File: config.mk
export PLATFORM = sky130hd
export DESIGN_NAME = matvec_out_serializer
export DESIGN_NICKNAME = d
export VERILOG_FILES = /design/src/rtl/matvec_out_serializer.sv
export SDC_FILE = /design/constraint.sdc
export NUM_CORES = 1
export LEC_CHECK = 0
export CAP_MARGIN = 25
export CORE_MARGIN = 4
export CORE_UTILIZATION = 41
export CTS_CLUSTER_DIAMETER = 50
export DETAILED_ROUTE_END_ITERATION = 7
export DONT_BUFFER_PORTS = 1
export HOLD_SLACK_MARGIN = 0.02
export PLACE_DENSITY_LB_ADDON = 0.05
export SLEW_MARGIN = 40
export SYNTH_ARGS = -nofsm -noshare
export SYNTH_HDL_FRONTEND = slang
export SYNTH_SLANG_ARGS = --single-unit
File: constraint.sdc
create_clock -name clk -period 2.1 [get_ports clk]
set_input_delay 0.42 -clock clk [delete_from_list [all_inputs] [get_ports clk]]
set_output_delay 0.42 -clock clk [all_outputs]
set_load 0.01 [all_outputs]
File: src/rtl/matvec_out_serializer.sv
// matvec_out_serializer
//   Takes one R-element result vector from matvec_mul per handshake, applies
//   optional ReLU, a rounding arithmetic right shift and saturation to W_O bits
//   per element, and streams the elements out one per beat, element 0 first.
//   The last beat of a vector can capture the next vector in the same cycle,
//   so back-to-back vectors stream at R beats per vector with no bubble.
// Ports
//   clk, rstn          clock, async active-low reset
//   s_valid/s_ready    input vector handshake, s_data = R x W_Y signed elements
//   m_valid/m_ready    output element handshake
//   m_data             processed element (W_O signed)
//   m_last             high on element R-1
//   m_sat              high when m_data was clamped

// Per-element arithmetic: ReLU -> round-half-up shift -> saturate.
module matvec_out_serializer_lane #(
  parameter int W_Y   = 10,
  parameter int W_O   = 4,
  parameter int SHIFT = 2,
  parameter int RELU  = 0
) (
  input  logic [W_Y-1:0] y,
  output logic [W_O-1:0] q,
  output logic           sat
);
  // Rounding constant 2^(SHIFT-1), collapses to 0 when SHIFT==0.
  localparam logic signed [W_Y:0] RND  = ((W_Y+1)'(1) << SHIFT) >>> 1;
  localparam logic signed [W_Y:0] MAXV = (W_Y+1)'((1 << (W_O-1)) - 1);
  localparam logic signed [W_Y:0] MINV = -MAXV - (W_Y+1)'(1);

  // One guard bit so the rounding add cannot overflow.
  logic signed [W_Y:0] v, r;

  always_comb begin
    v   = {y[W_Y-1], y};
    if (RELU != 0 && y[W_Y-1]) v = '0;
    r   = (v + RND) >>> SHIFT;
    q   = r[W_O-1:0];
    sat = 1'b0;
    if (r > MAXV) begin
      q   = MAXV[W_O-1:0];
      sat = 1'b1;
    end else if (r < MINV) begin
      q   = MINV[W_O-1:0];
      sat = 1'b1;
    end
  end
endmodule

module matvec_out_serializer #(
  parameter int R     = 2,
  parameter int W_Y   = 10,
  parameter int W_O   = 4,
  parameter int SHIFT = 2,
  parameter int RELU  = 0
) (
  input  logic                  clk,
  input  logic                  rstn,
  input  logic                  s_valid,
  output logic                  s_ready,
  input  logic [R-1:0][W_Y-1:0] s_data,
  output logic                  m_valid,
  input  logic                  m_ready,
  output logic [W_O-1:0]        m_data,
  output logic                  m_last,
  output logic                  m_sat
);
  localparam int IDXW = (R > 1) ? $clog2(R) : 1;

  typedef enum logic {IDLE, SEND} state_t;

  state_t                 state_q, state_d;
  logic [IDXW-1:0]        idx_q, idx_d;
  logic [R-1:0][W_Y-1:0]  hold_q;
  logic                   load;
  logic                   last_idx;

  logic [R-1:0][W_O-1:0]  lane_q;
  logic [R-1:0]           lane_sat;
  logic [W_O-1:0]         sel_d;
  logic                   sel_s;

  // Every element of the held vector is processed in parallel; the outputs
  // then only depend on registered state through the idx mux.
  for (genvar g = 0; g < R; g++) begin : g_lane
    matvec_out_serializer_lane #(
      .W_Y(W_Y), .W_O(W_O), .SHIFT(SHIFT), .RELU(RELU)
    ) u_lane (
      .y   (hold_q[g]),
      .q   (lane_q[g]),
      .sat (lane_sat[g])
    );
  end

  assign last_idx = (idx_q == IDXW'(R-1));

  always_comb begin
    sel_d = '0;
    sel_s = 1'b0;
    for (int i = 0; i < R; i++) begin
      if (idx_q == IDXW'(i)) begin
        sel_d = lane_q[i];
        sel_s = lane_sat[i];
      end
    end
  end

  assign m_valid = (state_q == SEND);
  assign m_data  = sel_d;
  assign m_last  = m_valid & last_idx;
  assign m_sat   = m_valid & sel_s;
  // Accepting on the last beat is what removes the inter-vector bubble.
  assign s_ready = (state_q == IDLE) | ((state_q == SEND) & last_idx & m_ready);

  always_comb begin
    state_d = state_q;
    idx_d   = idx_q;
    load    = 1'b0;
    case (state_q)
      IDLE: begin
        if (s_valid) begin
          state_d = SEND;
          idx_d   = '0;
          load    = 1'b1;
        end
      end
      SEND: begin
        if (m_ready) begin
          if (last_idx) begin
            if (s_valid) begin
              idx_d = '0;
              load  = 1'b1;
            end else begin
              state_d = IDLE;
            end
          end else begin
            idx_d = idx_q + 1'b1;
          end
        end
      end
      default: state_d = IDLE;
    endcase
  end

  always_ff @(posedge clk or negedge rstn) begin
    if (!rstn) begin
      state_q <= IDLE;
      idx_q   <= '0;
      hold_q  <= '0;
    end else begin
      state_q <= state_d;
      idx_q   <= idx_d;
      if (load) hold_q <= s_data;
    end
  end
endmodule

# ---- Yosys cells after proc, flatten, opt, wreduce, memory -nomap -nowiden
# Cells that the tools add are included.
dict set report word_totals {
  reg_bits 22
  latch_bits 0
  ram_bits 0
  rom_bits 0
  out_inout_bits 8
  elab_cells 41
  mem_count 0
}
dict set report op_classes {
  addsub 3
  multipliers 0
  div_mod_pow 0
  magnitude_cmp 4
  eq_ne 2
  shifts 0
  n_mux 22
  bitwise 5
  reduce_logical 1
}
# operator n
set ops {}
lappend ops {{adder 10 x 3 -> 11 bit, second input constant} 2}
lappend ops {{two-way mux 4 bit} 5}
lappend ops {{greater-than comparator 9 x 4 -> 1 bit, second input constant} 2}
lappend ops {{< comparator 9 x 4 -> 1 bit, second input constant} 2}
lappend ops {{two-way mux 1 bit} 14}
lappend ops {{one-hot mux 1 bit (2 select lines)} 3}
lappend ops {{inequality test 2 bit, second input constant} 2}
lappend ops {{AND 1 bit} 3}
lappend ops {{AND reduction 2 bit} 1}
lappend ops {{adder 1 bit, second input constant} 1}
lappend ops {{NOT 1 bit} 1}
lappend ops {{bitwise OR 1 bit} 1}

# ---- Longest topological paths before layout
# Gate-level depths: netlist of run 1.
dict set report logic_depth {
  ltp_word 6
  mapped_depth 6
}

# ---- Cells and area by module
# Synthesis of run 1 repeated with hierarchy kept, for this count alone.
dict set report hier_totals {
  cells_unflattened 144
  area_unflattened_um2 1614.0
}
# module n_inst cells_each area_each_um2 seq_area_each_um2
set modules_own_cells {}
lappend modules_own_cells {matvec_out_serializer 1 60 1008.5 550.5}
lappend modules_own_cells {matvec_out_serializer_lane 2 42 302.8 0.0}

# ---- Worst setup path before layout of run 1
# OpenSTA, ideal clock, no wires.
dict set report synth_timing {
  path_type {reg2out}
  from {register hold_q[1] (netlist bit)}
  to {output port m_sat}
  t_arrival_ns 1.701
  required_ns 1.680
  path_slack_ns -0.021
  path_stages_with_launch 7
  path_buffers 0
  cell_sequence {dfrtp_1 -> ha_1 -> and2_1 -> o41ai_2 -> o21ai_1 -> nor2b_1 -> a311oi_2}
}
dict set report synth_between {
  elab_chain_len 6
  word_cells_on_any_way 7
}
# item line
set synth_lines {}
lappend synth_lines {{start: declaration} 74} ;# logic [R-1:0][W_Y-1:0] hold_q;
lappend synth_lines {{start signal: assignment} 153} ;# if (load) hold_q <= s_data;
lappend synth_lines {{adder 10 x 3 -> 11 bit *} 37} ;# r = (v + RND) >>> SHIFT;
lappend synth_lines {{< comparator 9 x 4 -> 1 bit} 43} ;# end else if (r < MINV) begin
lappend synth_lines {{two-way mux 1 bit} 43}
lappend synth_lines {{two-way mux 1 bit *} 40} ;# if (r > MAXV) begin
lappend synth_lines {{two-way mux 1 bit *} 101} ;# if (idx_q == IDXW'(i)) begin
lappend synth_lines {{AND 1 bit *} 111} ;# assign m_sat = m_valid & sel_s;
lappend synth_lines {{end: declaration} 66} ;# output logic m_sat
# Mark *: on every way between the ends. The rest lies on a longest branch, timed or not.

# ---- Worst setup path after layout of run 1
dict set report layout_timing {
  from {register hold_q[11] (netlist bit)}
  to {output port m_data[2]}
}
dict set report layout_between {
  elab_chain_len 5
  word_cells_on_any_way 6
}
# item line
set layout_lines {}
lappend layout_lines {{adder 10 x 3 -> 11 bit *} 37}
lappend layout_lines {{< comparator 9 x 4 -> 1 bit} 43}
lappend layout_lines {{two-way mux 4 bit} 43}
lappend layout_lines {{two-way mux 4 bit *} 40}
lappend layout_lines {{two-way mux 4 bit *} 101}
lappend layout_lines {{end: declaration} 64} ;# output logic [W_O-1:0] m_data,
# Marked as above.

==> metrics.md, run 1 <==
| Metric | Value |
|---|---|
| Status | finished with violations |
| Violated checks | setup timing |
| Full die area | 3863 sq um |
| Core region area | 2781 sq um |
| Count of final setup violators | 4 |
| Syn_area_per_cell | 11.03 sq um |
| Placer congestion estimate | 0.7939 |
| Worst EP arrival | 1990 ps |
| Hold Fails Final Rpt | 0 |
| Critical Path Source Type | flip-flop |
| CTS buffer count | 3 |
| CTS root buf | clkbuf_4 |
| 1st-iter DRT viols | 29 |
| Slew Limit Fails | 0 |
| # diodes | 0 |
| Clk_lat worst skew | 300 ps |
| GRT Residual Overflow | 0 |
| WP data required | 1680 ps |
| Antenna-violating nets left | 0 |
| FP Rows | 19 |
| Post-route DRC violation count | 0 |
| First-pass GRT wire length | 4671 microns |
| Synth unique cells | 38 |
| Critical path's largest stage delay | 430 ps |
| Net Count, Synth | 135 |
| Final nets | 159 |
| Vias in the first global route | 1,018 |
| Setup ws final | -306.0 ps |
| Ys flop type | dfrtp_1 |
| Synth cell count leaders | dfrtp_1 (20), mux2_2 (18), nand2_1 (11) |
| Setup TNS | -1138 ps |
| WS Path Type | reg2out |
| Drt wl/cell | 16.42 microns |
| Sequential element share of the synthesized area | 41.62% |
| First-pass DRT Iterations | 4 |
| Post-synth top area share | 41.62% |
| Routed WL | 2677 microns |
| Worst-path cell with the longest stage delay | dfrtp_1 |
| Async SR Flop Fraction | 100.0% |
| Largest net degree at the start of global routing | 21 |
| Clock Sinks | 20 |
| Maxcap violations | 0 |
| DIE WIDTH | 62.16 microns |
| Max_slew headroom | 69.74% |
| Endpoint class of the critical path | output port |
| Fin util | 56.64% |
| # port buffers | 0 |
| Design Power | 2.729 mW |
| Final min period | 2406 ps |
| VDD IR max | 0.9805 mV |
| Detail Placement HPWL | 1944 microns |
| Area Growth Syn to Fin | 31.01% |
| CTS tree | built |
| GRT Util Overall | 14.65% |
| FF-to-FF End | hold_q[14] |
| Leakage | 0.6469 nW |
| Post-Syn Instances | 109 |
| CTS Buffer Depth | 2 |
| FMAX | 415.6 MHz |
| CP top delay family | compound AO/OA/AOI/OAI gates |
| Skew final | 11.67 ps |
| Routed via count | 929 |
| Crit share post-route | 114.6% |
| Reg2reg path depth | 5 |
| RSZ-0062 raised after global routing | yes |
| Clock transition at path regs | 120 ps |
| Initial antenna violation count | 0 |
| Ranking of synthesized cells by area | dfrtp_1 (42%), mux2_2 (17%), nand2_1 (3.4%) |
| PwrDens | 1733 nW/um^2 |
| Buf/Inv on CP | 0 |
| Cell type with the highest aggregate area in the netlist | dfrtp_1 |
| Ports | 32 |
| Cell Chain, Critical Path | ha_4, a31oi_4, a41oi_2, o41ai_4, mux2i_1, a311o_1 |
| Vias/cell | 5.699 |
| Most frequent cell after synthesis | dfrtp_1 |
| #FFs+latches synth | 20 |
| Worst R2R Setup Slack | 450 ps |
| Yosys warnings | 0 |
| Fill count | 255 |
| H-tree lvl count | 1 |
| Worst-path maximum fanout | 3 |
| Post-Syn Area | 1202 sq um |
| Reg2reg start | idx_q |
| Post-synth EDFFs | 0 |
| HP Class | in2async |
| Proportion of layout cells with a drive suffix above 1 | 55.30% |
| Die Ht | 62.16 microns |
| Worst Tran Pin Value | 454.0 ps |
| Initial Util | 43.23% |
worst reg2reg max path, stage by stage, from the launching register on:
cell	delay (ps)
dfrtp_1	560
nand2_1	120
nand2_1	120
nand2_1	110
buf_4	260
mux2_2	370
placed cells by master, fill, tap and decap left out, types with 2 or more instances in the layout:
cell type / netlist / final
o41ai_4: 0 / 2
o21ai_2: 2 / 2
nor2_1: 3 / 3
mux2_2: 18 / 18
xor2_1: 2 / 2
o21ai_0: 4 / 4
inv_1: 4 / 4
dfrtp_1: 20 / 13
dfrtp_2: 0 / 7
a311o_1: 2 / 2
nand3_1: 2 / 2
nand2b_1: 3 / 2
clkbuf_4: 0 / 3
and2_1: 4 / 3
nand4_1: 3 / 3
xnor2_1: 2 / 2
nand2_1: 11 / 11
buf_6: 1 / 3
buf_4: 1 / 18
worst max path at each step:
stage / startpoint / to / cells past startpoint / slack, ps
6_report: hold_q[11] / m_data[2] / 6 / -310
3_5_place_dp: hold_q[11] / m_data[2] / 6 / -60
2_1_floorplan: hold_q[1] / m_sat / 6 / 30
3_3_place_gp: hold_q[11] / m_data[2] / 6 / -60
4_1_cts: hold_q[11] / m_data[2] / 6 / -360
5_1_grt: hold_q[11] / m_data[2] / 6 / -450
layer usage:
layer	track usage, %	wire length (microns)	vias up
li1	-	-	454
met4	4.065	17	0
met1	17.71	1142	458
met2	25.26	1425	15
met5	0	0	-
met3	3.964	92	2
what timing repair did:
action                                  CTS  global route
setup buffers                             6             4
endpoints found under the hold margin    20             0
cloned                                    0             0
gates resized for setup                  18            12
endpoints found under the setup margin    5             5
hold buffers                              1             0
pin swaps                                10             4
layout make-up:
| cell class | count | area [sq um] | area share [%] |
|---|---|---|---|
| multi-input cells | 81 | 782.0 | 49.64 |
| flip-flops and latches | 20 | 509.2 | 32.33 |
| repair buffers | 23 | 193.9 | 12.31 |
| well taps | 31 | 38.79 | 2.462 |
| clock buffers | 4 | 36.28 | 2.303 |
| inverters | 4 | 15.01 | 0.9531 |
registers in the layout, indices dropped and copies added (netlist names):
signal and count:
idx_q 1, hold_q 18, m_valid 1
stage by stage:
stage	instance area (sq um)	hold WS (ps)	setup WS, ps	cells
2_1_floorplan	1205	124.4	29.81	109
3_3_place_gp	1305	125.0	-62.33	148
3_5_place_dp	1305	125.2	-61.84	148
4_1_cts	1488	222.7	-364.2	159
5_1_grt	1575	61.13	-447.8	163
6_report	1575	39.68	-306.0	163
report_power, final:
group          switching, mW  leakage, nW  internal, mW  total [mW]
combinational          0.707        0.401         0.909        1.62
clock                  0.121       0.0210         0.106       0.227
sequential             0.300        0.225         0.586       0.886
total                   1.13        0.647          1.60        2.73
kinds of logic after synthesis:
logic type / Yosys count / synth area share (%)
AOI/OAI and AO/OA: 26 / 18.31
buffers and inverters: 8 / 3.641
adders and majority gates: 3 / 2.913
and+or+nand+nor: 29 / 12.90
xor gates and xnor gates: 4 / 2.914
muxes: 19 / 17.69
DFF: 20 / 41.62
(Power assumes the default switching activity.)
==> run 2, diff against run 1 <==
--- a/config.mk
+++ b/config.mk
@@ -8,6 +8,7 @@
 export CAP_MARGIN = 25
 export CORE_MARGIN = 4
 export CORE_UTILIZATION = 41
+export CTS_BUF_LIST = sky130_fd_sc_hd__clkbuf_8
 export CTS_CLUSTER_DIAMETER = 50
 export DETAILED_ROUTE_END_ITERATION = 7
 export DONT_BUFFER_PORTS = 1
==> metrics.md, run 2 (synthesized netlist as in run 1, its figures left out) <==
| Metric | Value |
|---|---|
| Die Ht | 62.16 microns (unchanged) |
| 1st-iter DRT viols | 43 (+48%) |
| Skew final | 9.689 ps (-1.982 ps) |
| Ports | 32 (unchanged) |
| Routed WL | 2664 microns (-0.49%) |
| CTS tree | built |
| WP data required | 1680 ps (about the same) |
| M3 GR Usage | 3.964% (unchanged) |
| Proportion of layout cells with a drive suffix above 1 | 54.96% (-0.34 points) |
| Violated checks | setup timing |
| Commonest non-fill, non-tap cell in the layout | mux2_2 |
| PwrDens | 1750 nW/um^2 (+0.99%) |
| Setup ws final | -255.1 ps (+50.93 ps) |
| Detail Placement HPWL | 1944 microns (unchanged) |
| Reg2reg start | idx_q |
| First-pass DRT Iterations | 4 (unchanged) |
| GR Util met2 | 25.52% (+0.26 points) |
| Highest-count cells in the layout ignoring fill and taps | mux2_2 (18), buf_4 (17), dfrtp_1 (13), nand2_1 (11), dfrtp_2 (7) |
| Design Power | 2.776 mW (+1.7%) |
| Full die area | 3863 sq um (unchanged) |
| GRT Residual Overflow | 0 (unchanged) |
| WS Path Type | reg2out |
| Most used routing layer | met2 |
| DIE WIDTH | 62.16 microns (unchanged) |
| Placer congestion estimate | 0.7939 (unchanged) |
| Number of flip-flops under the largest register name | 18 (unchanged) |
| Count of final setup violators | 4 (unchanged) |
| CTS root buf | clkbuf_8 |
| Vias/cell | 5.741 (+0.73%) |
| FMAX | 424.6 MHz (+2.2%) |
| Final min period | 2355 ps (-50.93 ps) |
| Routed via count | 930 (+0.11%) |
| FP Rows | 19 (unchanged) |
| Most flops, register | hold_q |
| Worst Tran Pin Value | 528.1 ps (+74.19 ps) |
| Status | finished with violations |
| Worst-path maximum fanout | 3 (unchanged) |
| # port buffers | 0 (unchanged) |
| RSZ-0062 raised after global routing | yes |
| M1 GR Usage | 17.59% (-0.11 points) |
| Endpoint class of the critical path | output port |
| Fill count | 251 (-1.6%) |
| Hold Fails Final Rpt | 0 (unchanged) |
| Hold Slack | 96.84 ps (+57.17 ps) |
| First-pass GRT wire length | 4636 microns (-0.75%) |
| HP Class | in2async |
| Post-route DRC violation count | 0 (unchanged) |
| Maxcap violations | 0 (unchanged) |
| # diodes | 0 (unchanged) |
| Worst EP arrival | 1940 ps (-50 ps) |
| Critical Path Start | hold_q[11] |
| Drt wl/cell | 16.44 microns (+0.13%) |
| Clock transition at path regs | 80 ps (-40 ps) |
| Max_slew headroom | 64.34% (-5.4 points) |
| Initial antenna violation count | 0 (unchanged) |
| Clk_lat worst skew | 260 ps (-40 ps) |
| Final nets | 158 (-0.63%) |
| Antenna-violating nets left | 0 (unchanged) |
| Clock Sinks | 20 (unchanged) |
| Fin util | 57.04% (+0.40 points) |
| Initial Util | 43.23% (unchanged) |
| GRT Util Overall | 14.68% (+0.038 points) |
| CTS buffer count | 3 (unchanged) |
| Core region area | 2781 sq um (unchanged) |
| CTS Buffer Depth | 2 (unchanged) |
| Vias in the first global route | 1,007 (-1.1%) |
| Critical Path Source Type | flip-flop |
| Crit share post-route | 112.1% (-2.4 points) |
| Leakage | 0.6496 nW (+0.42%) |
| Slew Limit Fails | 0 (unchanged) |
| H-tree lvl count | 1 (unchanged) |
| VDD IR max | 1.202 mV (+23%) |
| Area Growth Syn to Fin | 31.95% |
| Largest net degree at the start of global routing | 21 (unchanged) |
run 2: area by class of cell:
type	instances	area, sq um	area share [%]
inverters	4	15.01	0.9464
clock buffers	4	55.05	3.470
flip-flops and latches	20	509.2	32.10
well taps	31	38.79	2.445
repair buffers	22	186.4	11.75
multi-input cells	81	782.0	49.29
run 2: worst paths after layout:
path                        endpoint  slack (ps)  depth (start not counted)
min in group clk             m_valid         270                          1
hold reg to reg            hold_q[8]         550                          1
max in group asynchronous  hold_q[3]        1650                          1
setup / recovery           m_data[2]        -260                          6
hold / removal               m_valid         100                          1
setup reg to reg           hold_q[1]         480                          5
run 2: power by group:
part           leakage [nW]  total [mW]  internal, mW  switching, mW
clock network        0.0288       0.293         0.167          0.126
registers             0.225       0.889         0.588          0.301
logic                 0.396        1.59         0.897          0.697
run 2: layer usage:
metal | part of all wire, % | routed length (microns) | vias up
met5 | 0 | 0 | -
met1 | 42 | 1122 | 454
li1 | - | - | 455
met2 | 53 | 1417 | 17
met4 | 1.0 | 27 | 0
met3 | 3.6 | 95 | 4
run 2: through the flow:
step | cells | instance area, sq um | setup TNS (ps) | setup WS (ps)
floorplan | 109 | 1205 | 0 | 29.81
global placement | 148 | 1305 | -123.9 | -62.33
detailed placement | 148 | 1305 | -174.4 | -61.84
CTS | 159 | 1508 | -1055 | -297.0
global route | 162 | 1587 | -1366 | -377.4
finish | 162 | 1587 | -929.8 | -255.1
run 2: timing repair:
| item | 4_1_cts | 5_1_grt |
|---|---|---|
| hold endpoints to repair | 20 | 0 |
| gates cloned | 0 | 0 |
| gates resized for setup | 19 | 10 |
| pin swaps | 10 | 5 |
| hold buffers | 1 | 0 |
| buffers inserted | 6 | 3 |
| setup endpoints to repair | 4 | 5 |
run 2: worst max-delay path: stages (launching register included):
cell and delay (ps):
dfrtp_1 420, ha_4 190, a31oi_4 200, a41oi_2 70, o41ai_4 300, mux2i_1 160, a311o_1 350
==> run 3, diff against run 2 <==
--- a/config.mk
+++ b/config.mk
@@ -5,14 +5,15 @@
 export SDC_FILE = /design/constraint.sdc
 export NUM_CORES = 1
 export LEC_CHECK = 0
+export BUFFER_PORTS_ARGS = -buffer_cell sky130_fd_sc_hd__buf_4
 export CAP_MARGIN = 25
 export CORE_MARGIN = 4
 export CORE_UTILIZATION = 41
 export CTS_BUF_LIST = sky130_fd_sc_hd__clkbuf_8
 export CTS_CLUSTER_DIAMETER = 50
 export DETAILED_ROUTE_END_ITERATION = 7
-export DONT_BUFFER_PORTS = 1
 export HOLD_SLACK_MARGIN = 0.02
+export MAX_ROUTING_LAYER = met4
 export PLACE_DENSITY_LB_ADDON = 0.05
 export SLEW_MARGIN = 40
 export SYNTH_ARGS = -nofsm -noshare
==> metrics.md, run 3 (synthesized netlist as in run 1, its figures left out) <==
| Metric | Value |
|---|---|
| Skew final | 0.6052 ps (-9.084 ps) |
| Count of final setup violators | 4 (unchanged) |
| Clock transition at path regs | 70 ps (about the same) |
| Most flops, register | hold_q |
| Crit share post-route | 118.5% (+6.4 points) |
| Slew Limit Fails | 0 (unchanged) |
| CTS buffer count | 3 (unchanged) |
| WS Path Type | reg2out |
| RSZ-0062 raised after global routing | yes |
| Largest net degree at the start of global routing | 21 (unchanged) |
| Ports | 32 (unchanged) |
| Commonest non-fill, non-tap cell in the layout | buf_4 |
| Worst Tran Pin Value | 330.6 ps (-197.5 ps) |
| Max_slew headroom | 77.88% (+14 points) |
| Fin util | 62.44% (+5.4 points) |
| Initial antenna violation count | 0 (unchanged) |
| Initial Util | 43.23% (unchanged) |
| Maxcap violations | 0 (unchanged) |
| Routed via count | 1,029 (+11%) |
| Final min period | 2489 ps (+134.3 ps) |
| Endpoint class of the critical path | output port |
| Hold Slack | 26.92 ps (-69.92 ps) |
| Leakage | 0.7595 nW (+17%) |
| Vias/cell | 5.473 (-4.7%) |
| Antenna-violating nets left | 0 (unchanged) |
| # port buffers | 29 (+29) |
| Placer congestion estimate | 0.8110 (+2.2%) |
| Worst-path maximum fanout | 3 (unchanged) |
| Buf/Inv on CP | 3 (+3) |
| Number of flip-flops under the largest register name | 18 (unchanged) |
| Clock Sinks | 20 (unchanged) |
| Detail Placement HPWL | 2085 microns (+7.2%) |
| VDD IR max | 0.9592 mV (-20%) |
| # diodes | 0 (unchanged) |
| Die Ht | 62.16 microns (unchanged) |
| Final nets | 184 (+16%) |
| 1st-iter DRT viols | 32 (-26%) |
| Status | finished with violations |
| First-pass GRT wire length | 5030 microns (+8.5%) |
| CTS tree | built |
| Clk_lat worst skew | 260 ps (about the same) |
| Worst EP arrival | 2070 ps (+130 ps) |
| Hold Fails Final Rpt | 0 (unchanged) |
| CTS Buffer Depth | 2 (unchanged) |
| Violated checks | setup timing |
| Design Power | 2.856 mW (+2.9%) |
| DIE WIDTH | 62.16 microns (unchanged) |
| Core region area | 2781 sq um (unchanged) |
| H-tree lvl count | 1 (unchanged) |
| Area Growth Syn to Fin | 44.43% |
| Critical path's largest stage delay | 410 ps (about the same) |
| HP Class | in2async |
| CTS root buf | clkbuf_8 |
| Worst-path cell with the longest stage delay | dfrtp_1 |
| GRT Util Overall | 16.45% (+1.8 points) |
| Routed WL | 2978 microns (+12%) |
| Highest-count cells in the layout ignoring fill and taps | buf_4 (45), mux2_2 (18), dfrtp_1 (17), nand2_1 (11) |
| FMAX | 401.7 MHz (-5.4%) |
| Critical Path Source Type | flip-flop |
| PwrDens | 1644 nW/um^2 (-6.0%) |
| Drt wl/cell | 15.84 microns (-3.7%) |
| First-pass DRT Iterations | 4 (unchanged) |
| Hold-fix buffers at CTS | 0 (-1) |
| Proportion of layout cells with a drive suffix above 1 | 57.32% (+2.4 points) |
| WP data required | 1680 ps (about the same) |
| GRT Residual Overflow | 0 (unchanged) |
| FP Rows | 19 (unchanged) |
| Vias in the first global route | 1,124 (+12%) |
| Setup ws final | -389.3 ps (-134.3 ps) |
| Post-route DRC violation count | 0 (unchanged) |
| Cell Chain, Critical Path | ha_4, buf_6, o41ai_4, o41ai_4, buf_4, a311oi_2, buf_4 |
| Full die area | 3863 sq um (unchanged) |
| CP top delay family | compound AO/OA/AOI/OAI gates |
run 3: stage by stage:
step           instances  worst slack [ps]  setup TNS (ps)  area (sq um)
2_1_floorplan        109             29.81               0          1205
3_3_place_gp         179            -109.3          -297.6          1538
3_5_place_dp         179            -143.1          -395.5          1538
4_1_cts              187            -365.3           -1278          1709
5_1_grt              188            -504.8           -1898          1737
6_report             188            -389.3           -1504          1737
run 3: routing by layer:
metal / GRT usage (%) / vias up / wire, microns
met4: 7.317 / 0 / 53
met2: 28.76 / 16 / 1601
li1: - / 504 / -
met1: 18.26 / 504 / 1222
met5: - / - / 0
met3: 2.523 / 5 / 100
run 3: cell type report:
type                            instances  area (sq um)
Fill cell                             230          1045
Clock buffer                            4         55.05
Multi-Input combinational cell         81         752.0
Tap cell                               31         38.79
Inverter                                4         15.01
Sequential cell                        20         504.2
Timing Repair Buffer                   48         371.6
run 3: what timing repair did:
item	in CTS	in global routing
setup buffers	4	1
pin swaps	10	5
resized for setup	16	5
setup endpoints to repair	5	5
run 3: worst register-to-register path: cells and delay by family (launching register included):
| family | cells | cell delay [ps] |
|---|---|---|
| flip-flops | 1 | 420 |
| buffers and inverters | 1 | 250 |
| multiplexers | 1 | 380 |
| AND/OR/NAND/NOR | 3 | 240 |
run 3: power breakdown:
part | leakage, nW | switching [mW] | internal, mW
Combinational | 0.502 | 0.764 | 0.961
Sequential | 0.229 | 0.254 | 0.580
Clock | 0.0288 | 0.130 | 0.167
Total | 0.759 | 1.15 | 1.71
run 3: path summary, 6_finish.rpt:
check	cells past startpoint	endpoint	from	slack (ps)
min in group clk	2	m_valid	s_valid	360
hold reg to reg	1	hold_q[7]	hold_q[7]	560
setup reg to reg	5	hold_q[3]	idx_q	700
setup / recovery	7	m_sat	hold_q[12]	-390
max in group asynchronous	1	hold_q[14]	rstn	1830
hold / removal	1	idx_q	rstn	30
